### config.mk
export PLATFORM = sky130hd
export DESIGN_NAME = clk_run_ctrl_flat
export DESIGN_NICKNAME = d
export VERILOG_FILES = /design/src/rtl/clk_run_ctrl_if.sv /design/src/rtl/clk_run_ctrl.sv /design/src/flat_wrapper.sv
export SDC_FILE = /design/constraint.sdc
export NUM_CORES = 1
export LEC_CHECK = 0
export ABC_AREA = 0
export CORE_MARGIN = 2
export CORE_UTILIZATION = 30
export CTS_CLUSTER_DIAMETER = 60
export CTS_CLUSTER_SIZE = 12
export DETAILED_ROUTE_END_ITERATION = 12
export GPL_TIMING_DRIVEN = 0
export PLACE_DENSITY = 0.51
export SETUP_SLACK_MARGIN = 0.2
export SYNTH_ARGS = -nofsm -noshare
export SYNTH_HDL_FRONTEND = slang
export SYNTH_SLANG_ARGS = --single-unit
### constraint.sdc
create_clock -name CLK -period 3 [get_ports CLK]
set_input_delay 0.75 -clock CLK [delete_from_list [all_inputs] [get_ports CLK]]
set_output_delay 0.75 -clock CLK [all_outputs]
set_load 0.005 [all_outputs]
### src/rtl/clk_run_ctrl_if.sv
// Front-panel / CPU-side bundle of the run-mode controller.
// The panel (master) drives the request levels; the controller (slave) drives tick and status.
interface clk_run_ctrl_if;
    // Signal semantics: run_en, HALT and resume are levels, sampled on every CLK edge.
    // step_req is a level whose rising edge is a request. cpu_tick is a one-CLK-wide
    // enable pulse with no back-pressure. mode, halt_blink and tick_cnt are registered status.
    logic        run_en;
    logic        step_req;
    logic        HALT;
    logic        resume;
    logic        cpu_tick;
    logic        halt_blink;
    logic [1:0]  mode;
    logic [15:0] tick_cnt;

    modport master (
        output run_en, step_req, HALT, resume,
        input  cpu_tick, halt_blink, mode, tick_cnt
    );

    modport slave (
        input  run_en, step_req, HALT, resume,
        output cpu_tick, halt_blink, mode, tick_cnt
    );
endinterface

### src/rtl/clk_run_ctrl.sv
// Run-mode controller: turns the board clock into CPU clock-enable pulses in
// free-run, single-step or halted operation. The registered mode is the FSM state.
module clk_run_ctrl #(
    parameter int RUN_DIV   = 25000000,
    parameter int BLINK_DIV = 7500000,
    parameter int CNT_W     = 32
) (
    input  logic               CLK,
    input  logic               clr,
    clk_run_ctrl_if.slave      bus
);

    typedef enum logic [1:0] {
        IDLE   = 2'b00,
        RUN    = 2'b01,
        STEP   = 2'b10,
        HALTED = 2'b11
    } mode_e;

    localparam logic [CNT_W-1:0] RUN_LAST   = CNT_W'(RUN_DIV - 1);
    localparam logic [CNT_W-1:0] BLINK_LAST = CNT_W'(BLINK_DIV - 1);
    localparam logic [CNT_W-1:0] CNT_ONE    = CNT_W'(1);

    mode_e             mode_q, mode_d;
    logic              cpu_tick_q, cpu_tick_d;
    logic              halt_blink_q, halt_blink_d;
    logic [15:0]       tick_cnt_q, tick_cnt_d;
    logic [CNT_W-1:0]  div_cnt_q, div_cnt_d;
    logic [CNT_W-1:0]  blink_cnt_q, blink_cnt_d;
    logic              step_q, step_d;
    logic              step_rise;

    assign step_rise = bus.step_req & ~step_q;

    always_comb begin
        mode_d       = mode_q;
        cpu_tick_d   = 1'b0;
        halt_blink_d = halt_blink_q;
        tick_cnt_d   = tick_cnt_q;
        div_cnt_d    = div_cnt_q;
        blink_cnt_d  = blink_cnt_q;
        step_d       = bus.step_req;

        unique case (mode_q)
            IDLE: begin
                if (bus.HALT) begin
                    mode_d       = HALTED;
                    blink_cnt_d  = '0;
                    halt_blink_d = 1'b1;
                end else if (bus.run_en) begin
                    // A step press coinciding with run_en is dropped in favour of RUN.
                    mode_d    = RUN;
                    div_cnt_d = '0;
                end else if (step_rise) begin
                    mode_d     = STEP;
                    cpu_tick_d = 1'b1;
                end
            end

            RUN: begin
                if (bus.HALT) begin
                    mode_d       = HALTED;
                    div_cnt_d    = '0;
                    blink_cnt_d  = '0;
                    halt_blink_d = 1'b1;
                end else if (!bus.run_en) begin
                    mode_d    = IDLE;
                    div_cnt_d = '0;
                end else if (div_cnt_q == RUN_LAST) begin
                    cpu_tick_d = 1'b1;
                    div_cnt_d  = '0;
                end else begin
                    div_cnt_d = div_cnt_q + CNT_ONE;
                end
            end

            STEP: begin
                if (bus.HALT) begin
                    mode_d       = HALTED;
                    blink_cnt_d  = '0;
                    halt_blink_d = 1'b1;
                end else begin
                    mode_d = IDLE;
                end
            end

            HALTED: begin
                // Only an explicit resume with HALT released leaves; HALT falling alone does not.
                if (bus.resume && !bus.HALT) begin
                    mode_d       = IDLE;
                    halt_blink_d = 1'b1;
                    blink_cnt_d  = '0;
                end else if (blink_cnt_q == BLINK_LAST) begin
                    halt_blink_d = ~halt_blink_q;
                    blink_cnt_d  = '0;
                end else begin
                    blink_cnt_d = blink_cnt_q + CNT_ONE;
                end
            end

            default: mode_d = IDLE;
        endcase

        if (cpu_tick_d) begin
            tick_cnt_d = tick_cnt_q + 16'd1;
        end
    end

    always_ff @(posedge CLK) begin
        step_q <= step_d;
        if (clr) begin
            mode_q       <= IDLE;
            cpu_tick_q   <= 1'b0;
            halt_blink_q <= 1'b1;
            tick_cnt_q   <= '0;
            div_cnt_q    <= '0;
            blink_cnt_q  <= '0;
        end else begin
            mode_q       <= mode_d;
            cpu_tick_q   <= cpu_tick_d;
            halt_blink_q <= halt_blink_d;
            tick_cnt_q   <= tick_cnt_d;
            div_cnt_q    <= div_cnt_d;
            blink_cnt_q  <= blink_cnt_d;
        end
    end

    assign bus.cpu_tick   = cpu_tick_q;
    assign bus.halt_blink = halt_blink_q;
    assign bus.mode       = mode_q;
    assign bus.tick_cnt   = tick_cnt_q;

endmodule

### src/flat_wrapper.sv
// flat-port wrapper written by rule: the top's interface ports become plain ports
module clk_run_ctrl_flat 
#(
    parameter int RUN_DIV   = 25000000,
    parameter int BLINK_DIV = 7500000,
    parameter int CNT_W     = 32
)
  (CLK, clr, bus_run_en, bus_step_req, bus_HALT, bus_resume, bus_cpu_tick, bus_halt_blink, bus_mode, bus_tick_cnt);
  clk_run_ctrl_if bus_i ();
  input  logic CLK;
  input  logic clr;
  input wire logic [$bits(bus_i.run_en)-1:0] bus_run_en;
  input wire logic [$bits(bus_i.step_req)-1:0] bus_step_req;
  input wire logic [$bits(bus_i.HALT)-1:0] bus_HALT;
  input wire logic [$bits(bus_i.resume)-1:0] bus_resume;
  output wire logic [$bits(bus_i.cpu_tick)-1:0] bus_cpu_tick;
  output wire logic [$bits(bus_i.halt_blink)-1:0] bus_halt_blink;
  output wire logic [$bits(bus_i.mode)-1:0] bus_mode;
  output wire logic [$bits(bus_i.tick_cnt)-1:0] bus_tick_cnt;
  assign bus_i.run_en = bus_run_en;
  assign bus_i.step_req = bus_step_req;
  assign bus_i.HALT = bus_HALT;
  assign bus_i.resume = bus_resume;
  assign bus_cpu_tick = bus_i.cpu_tick;
  assign bus_halt_blink = bus_i.halt_blink;
  assign bus_mode = bus_i.mode;
  assign bus_tick_cnt = bus_i.tick_cnt;
  clk_run_ctrl #(.RUN_DIV(RUN_DIV), .BLINK_DIV(BLINK_DIV), .CNT_W(CNT_W)) u_core (.CLK(CLK), .clr(clr), .bus(bus_i));
endmodule
==> results of run 1 <==
## worst reg2reg max path: cells and delay by family (launching register included)
family | cells | cell delay, ps
adder cells (fa/ha/maj) | 1 | 260
AO/OA/AOI/OAI | 1 | 220
buffers and inverters | 2 | 210
AND/OR/NAND/NOR | 4 | 1440
flip-flops | 1 | 420
## final cells by class
cell class                 count  area, um^2
timing repair buffer          25         250
multi-input combinational    430        2740
inverter                      15        56.3
sequential                    85        1700
clock inverter                 3        20.0
fill                        1547        9740
tap                          188         235
clock buffer                  13         260
buffer                        32         140
## worst max path at each step
stage,slack (ps),cells after the start,end,startpoint
3_3_place_gp,-320,6,u_core.bus.tick_cnt[8]$_SDFFE_PP0P_,bus_run_en
2_1_floorplan,510,7,u_core.div_cnt_q[28]$_SDFFE_PP0P_,bus_HALT
5_1_grt,220,8,u_core.div_cnt_q[28]$_SDFFE_PP0P_,u_core.bus.mode[0]$_SDFFE_PP0P_
3_5_place_dp,-350,7,u_core.bus.tick_cnt[14]$_SDFFE_PP0P_,bus_run_en
6_report,360,8,u_core.div_cnt_q[28]$_SDFFE_PP0P_,u_core.bus.mode[1]$_SDFFE_PP0P_
4_1_cts,240,8,u_core.bus.tick_cnt[14]$_SDFFE_PP0P_,bus_run_en
## kinds of logic after synthesis
group	count (synthesis)	synth area share [%]
fa+ha+maj	6	1.63
mux	14	3.39
buf+inv	47	4.22
compound gates	61	9.37
xor+xnor	47	8.91
flops	85	36.8
simple gates	302	35.6
## per-stage QoR
stage / setup TNS, ps / area [um^2] / util, % / instances
after floorplan: 0 / 4620 / - / 562
after global placement: -2730 / 5090 / 33.6 / 774
final: 0 / 5410 / 35.7 / 791
after CTS: 0 / 5400 / 35.6 / 791
after detailed placement: -3370 / 5090 / 33.6 / 774
after global routing: 0 / 5410 / 35.7 / 791
## registers in the layout (all words and copies together) (netlist names)
signal                 count
u_core.blink_cnt_q        32
u_core.div_cnt_q          32
u_core.bus.tick_cnt       16
u_core.bus.mode            2
u_core.bus.cpu_tick        1
u_core.bus.halt_blink      1
u_core.step_q              1
## Yosys cell counts, types with 3 or more instances
cell type,n
a2111oi_0,4
a211oi_1,9
a21oi_1,8
a31oi_1,16
and2_1,3
and3_1,9
and4_1,13
buf_2,3
clkbuf_1,26
dfxtp_1,85
ha_1,6
inv_1,15
mux2_2,13
nand2_1,37
nand2b_1,5
nand3_1,35
nand3b_1,7
nand4_1,37
nor2_1,55
nor2b_1,12
nor3_1,44
nor4_1,23
nor4b_1,4
o211ai_1,4
o21ai_0,4
or3_1,5
or4_1,5
xnor2_1,30
xor2_1,17
## timing repair
| item | in CTS | in global routing |
|---|---|---|
| hold endpoints to repair | 0 | 0 |
| hold buffers | 0 | 0 |
| setup buffers | 1 | 0 |
| pin swaps | 1 | 0 |
| resized for setup | 6 | 2 |
| endpoints found under the setup margin | 9 | 27 |
## layer usage
layer,wire length (um),share of wire [%]
met1,5980,49
met2,5510,45
met3,471,3.9
met4,197,1.6
met5,0,0
## where the power goes
part	internal (W)	total, W	switching (W)
clock network	0.000606	0.00107	0.000463
registers	0.00114	0.00116	0.0000194
logic	0.0000913	0.000263	0.000172
==> results.md, run 1 <==
* Max Clock Freq at 0.379 GHz
* Wire length of the first global-routing pass at about 20000 um
* Delay-heaviest family, CP: simple AND/OR/NAND/NOR gates
* Path depth of the worst reg2reg path at 8
* Gpl congestion at approximately 0.9
* Final Hold Slack at a little over 500 ps
* CTS sink cnt at between 80 and 90
* PnR Total Power at 0.00249 W
* Worst Hold Launch: u_core.div_cnt_q[30]$_SDFFE_PP0P_
* CTS tree: done
* Crit Path Class: register to register
* Worst Path Required at 3270 ps
* Relative slew slack at 42.5%
* Max stage delay on crit path at 550 ps
* Layout cells sized above 1 at between 6 and 7%
* Worst clock skew at 11.5 ps
* Sequential fraction of the synthesis area at 36.8%
* Die width at between 100 and 150 um
* Yosys reg bits at 85
* Mapped cell area at 4620 um^2
* Met1 usage at 20.1%
* Initial antenna violation count at 0
* Final setup vio count at 0
* Peak VDD IR at approximately 0.00027 V
* Syn Nets at 574
* Synth area leaders: dfxtp_1, xnor2_1, nand4_1
* Num CTS Buffers at 9
* H-tree Lvls at 3
* CP Cell Sequence: inv_1 -> ha_1 -> nand2b_1 -> and2_4 -> buf_6 -> or4_4 -> or4_1 -> a211oi_1
* Largest net degree at the start of global routing at 14
* Area of the die at 16400 um^2
* HPWL after DPL at 8770 um
* Post-Syn Instances at 562
* Leakage power at 1.64 nW
* # nets final at 610
* Residual DRC at 0
* Vias in the first global route at 4054
* Critical Path Sink Type: register
* Number of flops mapped to enable cells by yosys at 0
* Final number of max-transition violations at 0
* Port buffer count at 24
* R2r endpoint: u_core.div_cnt_q[28]$_SDFFE_PP0P_
* All-Layer GR Usage at 15.1%
* Starting Density at 30.5%
* Post-synth ARST share at 0%
* Clk_lat worst skew at 350 ps
* Antenna diodes at 0
* Status: completed
* DR vias/cell at 5.41
* Critical Path AT at 2900 ps
* Final period utilization at 87.9%
* Die height at 128 um
* Unrepaired setup endpoints after global routing: false
* Hold Crit Class: register to register
* Met3 GRT Util at 3.34%
* Area growth syn-to-layout at 17.0%
* Pwr dens at 461 nW/um^2
* Most crowded layer after global routing: met2
* Final hold violations at 0
* # IOs at 26
* CTS Root Cell: clkbuf_16
* Kind of start point of the critical path: register
* Met2 usage at a little under a quarter
* Maximum net fanout on the critical path at 5
* Synth area leader: dfxtp_1
* 1st-iter DRT viols at 290
* Hold Path Depth at 1
* Min Tclk post-route at 2640 ps
* Rows at 45
* Via count at 4282
* Flop2flop setup slack at 360 ps
* Clk slew on worst S/H paths at 60 ps
* Grt total ovfl at 0
* Most frequent cells in the layout: dfxtp_1, nor2_1, nor3_1, nand2_1, nand4_1
* Syn. warnings at 0
* CP Buf/Inv Count at 2
* Routed wire length at 12200 um
* DRT Pass-1 Iters at 5
* Max Root-Sink Buffers at 2
* Commonest non-fill, non-tap cell in the layout: dfxtp_1
* Pre-CTS WS at -348 ps
* Most used DFF post-synth: dfxtp_1
* Netlist cell types at 53
* Critical path's slowest cell: or4_4
* Syn Area/Cell at 8.22 um^2
* Max_cap viols at 0
* Slew at the pin closest to its max-slew limit at 855 ps
* Post-DR wirelength/cell at approximately 15 um
* R2r startpoint: u_core.bus.mode[1]$_SDFFE_PP0P_
* Hold Path End: u_core.div_cnt_q[30]$_SDFFE_PP0P_
* Post-route antenna net violation count at 0
* Core box area at 15100 um^2
* Final WS setup at 363 ps
* Post-synth top area share at between 30% and 40%
No activity file was read; power rests on OpenSTA's default activity.
==> inputs of run 2 (changes only) <==
--- a/config.mk
+++ b/config.mk
@@ -6,6 +6,7 @@
 export NUM_CORES = 1
 export LEC_CHECK = 0
 export ABC_AREA = 0
+export CORE_ASPECT_RATIO = 1.1
 export CORE_MARGIN = 2
 export CORE_UTILIZATION = 30
 export CTS_CLUSTER_DIAMETER = 60
@@ -17,3 +18,4 @@
 export SYNTH_ARGS = -nofsm -noshare
 export SYNTH_HDL_FRONTEND = slang
 export SYNTH_SLANG_ARGS = --single-unit
+export TNS_END_PERCENT = 50
==> results.md, run 2 (synthesis gave the netlist of run 1 again) <==
* Status: completed
* Grt total ovfl at 0 (unchanged)
* Flop2flop setup slack at 350 ps (-20 ps)
* Max stage delay on crit path at 540 ps (about the same)
* Port buffer count at 24 (unchanged)
* Gpl congestion at 0.831 (-5.7%)
* Final number of max-transition violations at 0 (unchanged)
* Die width at 122 um (-4.5%)
* CTS Root Cell: clkbuf_16
* Post-DR wirelength/cell at 15.6 um (+1.5%)
* Min Tclk post-route at 2650 ps (+17.7 ps)
* All-Layer GR Usage at 15.8% (+0.68 points)
* PnR Total Power at 0.00266 W (+6.7%)
* Relative slew slack at 42.5% (about the same)
* Vias in the first global route at 4114 (+1.5%)
* CTS tree: done
* Clk slew on worst S/H paths at 70 ps (about the same)
* Initial antenna violation count at 0 (unchanged)
* # IOs at 26 (unchanged)
* Residual DRC at 0 (unchanged)
* Post-route antenna net violation count at 0 (unchanged)
* Num CTS Buffers at 9 (unchanged)
* Pwr dens at 486 nW/um^2 (+5.3%)
* Worst clock skew at 10.6 ps (-0.895 ps)
* Max Root-Sink Buffers at 2 (unchanged)
* Routed wire length at 12500 um (+2.7%)
* Starting Density at 30.7% (+0.19 points)
* Critical path's slowest cell: or4_4
* Layout cells sized above 1 at 7.62% (+0.82 points)
* Peak VDD IR at 0.000300 V (+12%)
* Area of the die at 16400 um^2 (about the same)
* Area growth syn-to-layout at 18.6%
* Critical Path Sink Type: register
* Maximum net fanout on the critical path at 5 (unchanged)
* Max Clock Freq at 0.377 GHz (-0.67%)
* Via count at 4310 (+0.65%)
* CP Buf/Inv Count at 2 (unchanged)
* Unrepaired setup endpoints after global routing: true
* Wire length of the first global-routing pass at 20800 um (+3.9%)
* DR vias/cell at 5.39 (-0.48%)
* HPWL after DPL at 9000 um (+2.7%)
* Critical Path AT at 2930 ps (+30 ps)
* Leakage power at 1.67 nW (+2.0%)
* Antenna diodes at 0 (unchanged)
* Hold_buf cts at 0 (unchanged)
* Clk_lat worst skew at 350 ps (about the same)
* Setup TNS at 0 ps (unchanged)
* 1st-iter DRT viols at 390 (+34%)
* Largest net degree at the start of global routing at 16 (+2)
* DRT Pass-1 Iters at 5 (unchanged)
* Slew at the pin closest to its max-slew limit at 854 ps (-0.488 ps)
* Max_cap viols at 0 (unchanged)
* Delay-heaviest family, CP: simple AND/OR/NAND/NOR gates
* Rows at 47 (+4.4%)
* Fillers at 1604 (+3.7%)
* Final setup vio count at 0 (unchanged)
* Kind of start point of the critical path: register
* Hold Crit Class: register to register
* Final period utilization at 88.5% (+0.59 points)
* Worst Path Required at 3270 ps (about the same)
* CTS sink cnt at 85 (unchanged)
* Die height at 134 um (+4.7%)
* Core box area at 15100 um^2 (-0.60%)
* Most frequent cells in the layout: dfxtp_1, nor2_1, nor3_1, nand2_1, nand4_1
* Crit Path Class: register to register
* Commonest non-fill, non-tap cell in the layout: dfxtp_1
* CP Cell Sequence: inv_1 -> ha_1 -> nand2b_1 -> and2_4 -> buf_6 -> or4_4 -> or4_1 -> a211oi_1
* # nets final at 611 (+0.16%)
* Final hold violations at 0 (unchanged)
* H-tree Lvls at 3 (unchanged)
-- run 2: final timing paths --
check | to | start | cells past startpoint
min reg2reg | u_core.blink_cnt_q[31]$_SDFFE_PP0P_ | u_core.blink_cnt_q[31]$_SDFFE_PP0P_ | 2
min | u_core.blink_cnt_q[31]$_SDFFE_PP0P_ | u_core.blink_cnt_q[31]$_SDFFE_PP0P_ | 2
max reg2reg | u_core.div_cnt_q[28]$_SDFFE_PP0P_ | u_core.bus.mode[0]$_SDFFE_PP0P_ | 8
max | u_core.div_cnt_q[28]$_SDFFE_PP0P_ | u_core.bus.mode[0]$_SDFFE_PP0P_ | 8
-- run 2: cell type report --
cell class	count	area, um^2	area share [%]
flip-flops and latches	85	1700	31.1
clock inverters	7	100	1.83
multi-input cells	430	2750	50.2
inverters	15	56.3	1.03
clock buffers	9	225	4.11
plain buffers	32	140	2.56
repair buffers	26	258	4.71
well taps	196	245	4.48
-- run 2: routing by layer --
metal  GRT usage, %  part of all wire, %
met1           20.8                   47
met4           7.47                  2.5
met5              0                    0
met3           2.47                  2.9
met2           25.1                   47
-- run 2: what timing repair did --
item | in CTS | in global routing
resized for setup | 5 | 5
setup endpoints to repair | 9 | 33
buffers inserted | 1 | 1
cloned | 0 | 0
pin swaps | 1 | 1
-- run 2: through the flow --
step | std cells | instance area, um^2 | setup slack, ps | utilization [%] | hold WS (ps)
after floorplan | 562 | 4620 | 505 | - | 452
after global placement | 782 | 5100 | -353 | 33.9 | 474
after detailed placement | 782 | 5100 | -401 | 33.9 | 481
after CTS | 799 | 5450 | 205 | 36.2 | 494
after global routing | 800 | 5480 | 200 | 36.4 | 547
final | 800 | 5480 | 345 | 36.4 | 494
-- run 2: worst register-to-register path, cell delays in order, from the launching register on --
cell and delay (ps):
dfxtp_1 440, inv_1 70, ha_1 270, nand2b_1 280
and2_4 210, buf_6 120, or4_4 550, or4_1 410
a211oi_1 220
-- run 2: power breakdown --
part	switching, W	internal, W	leakage, nW	total [W]
Clock	0.000498	0.000734	0.160	0.00123
Combinational	0.000177	0.0000914	0.827	0.000268
Sequential	0.0000198	0.00114	0.686	0.00116
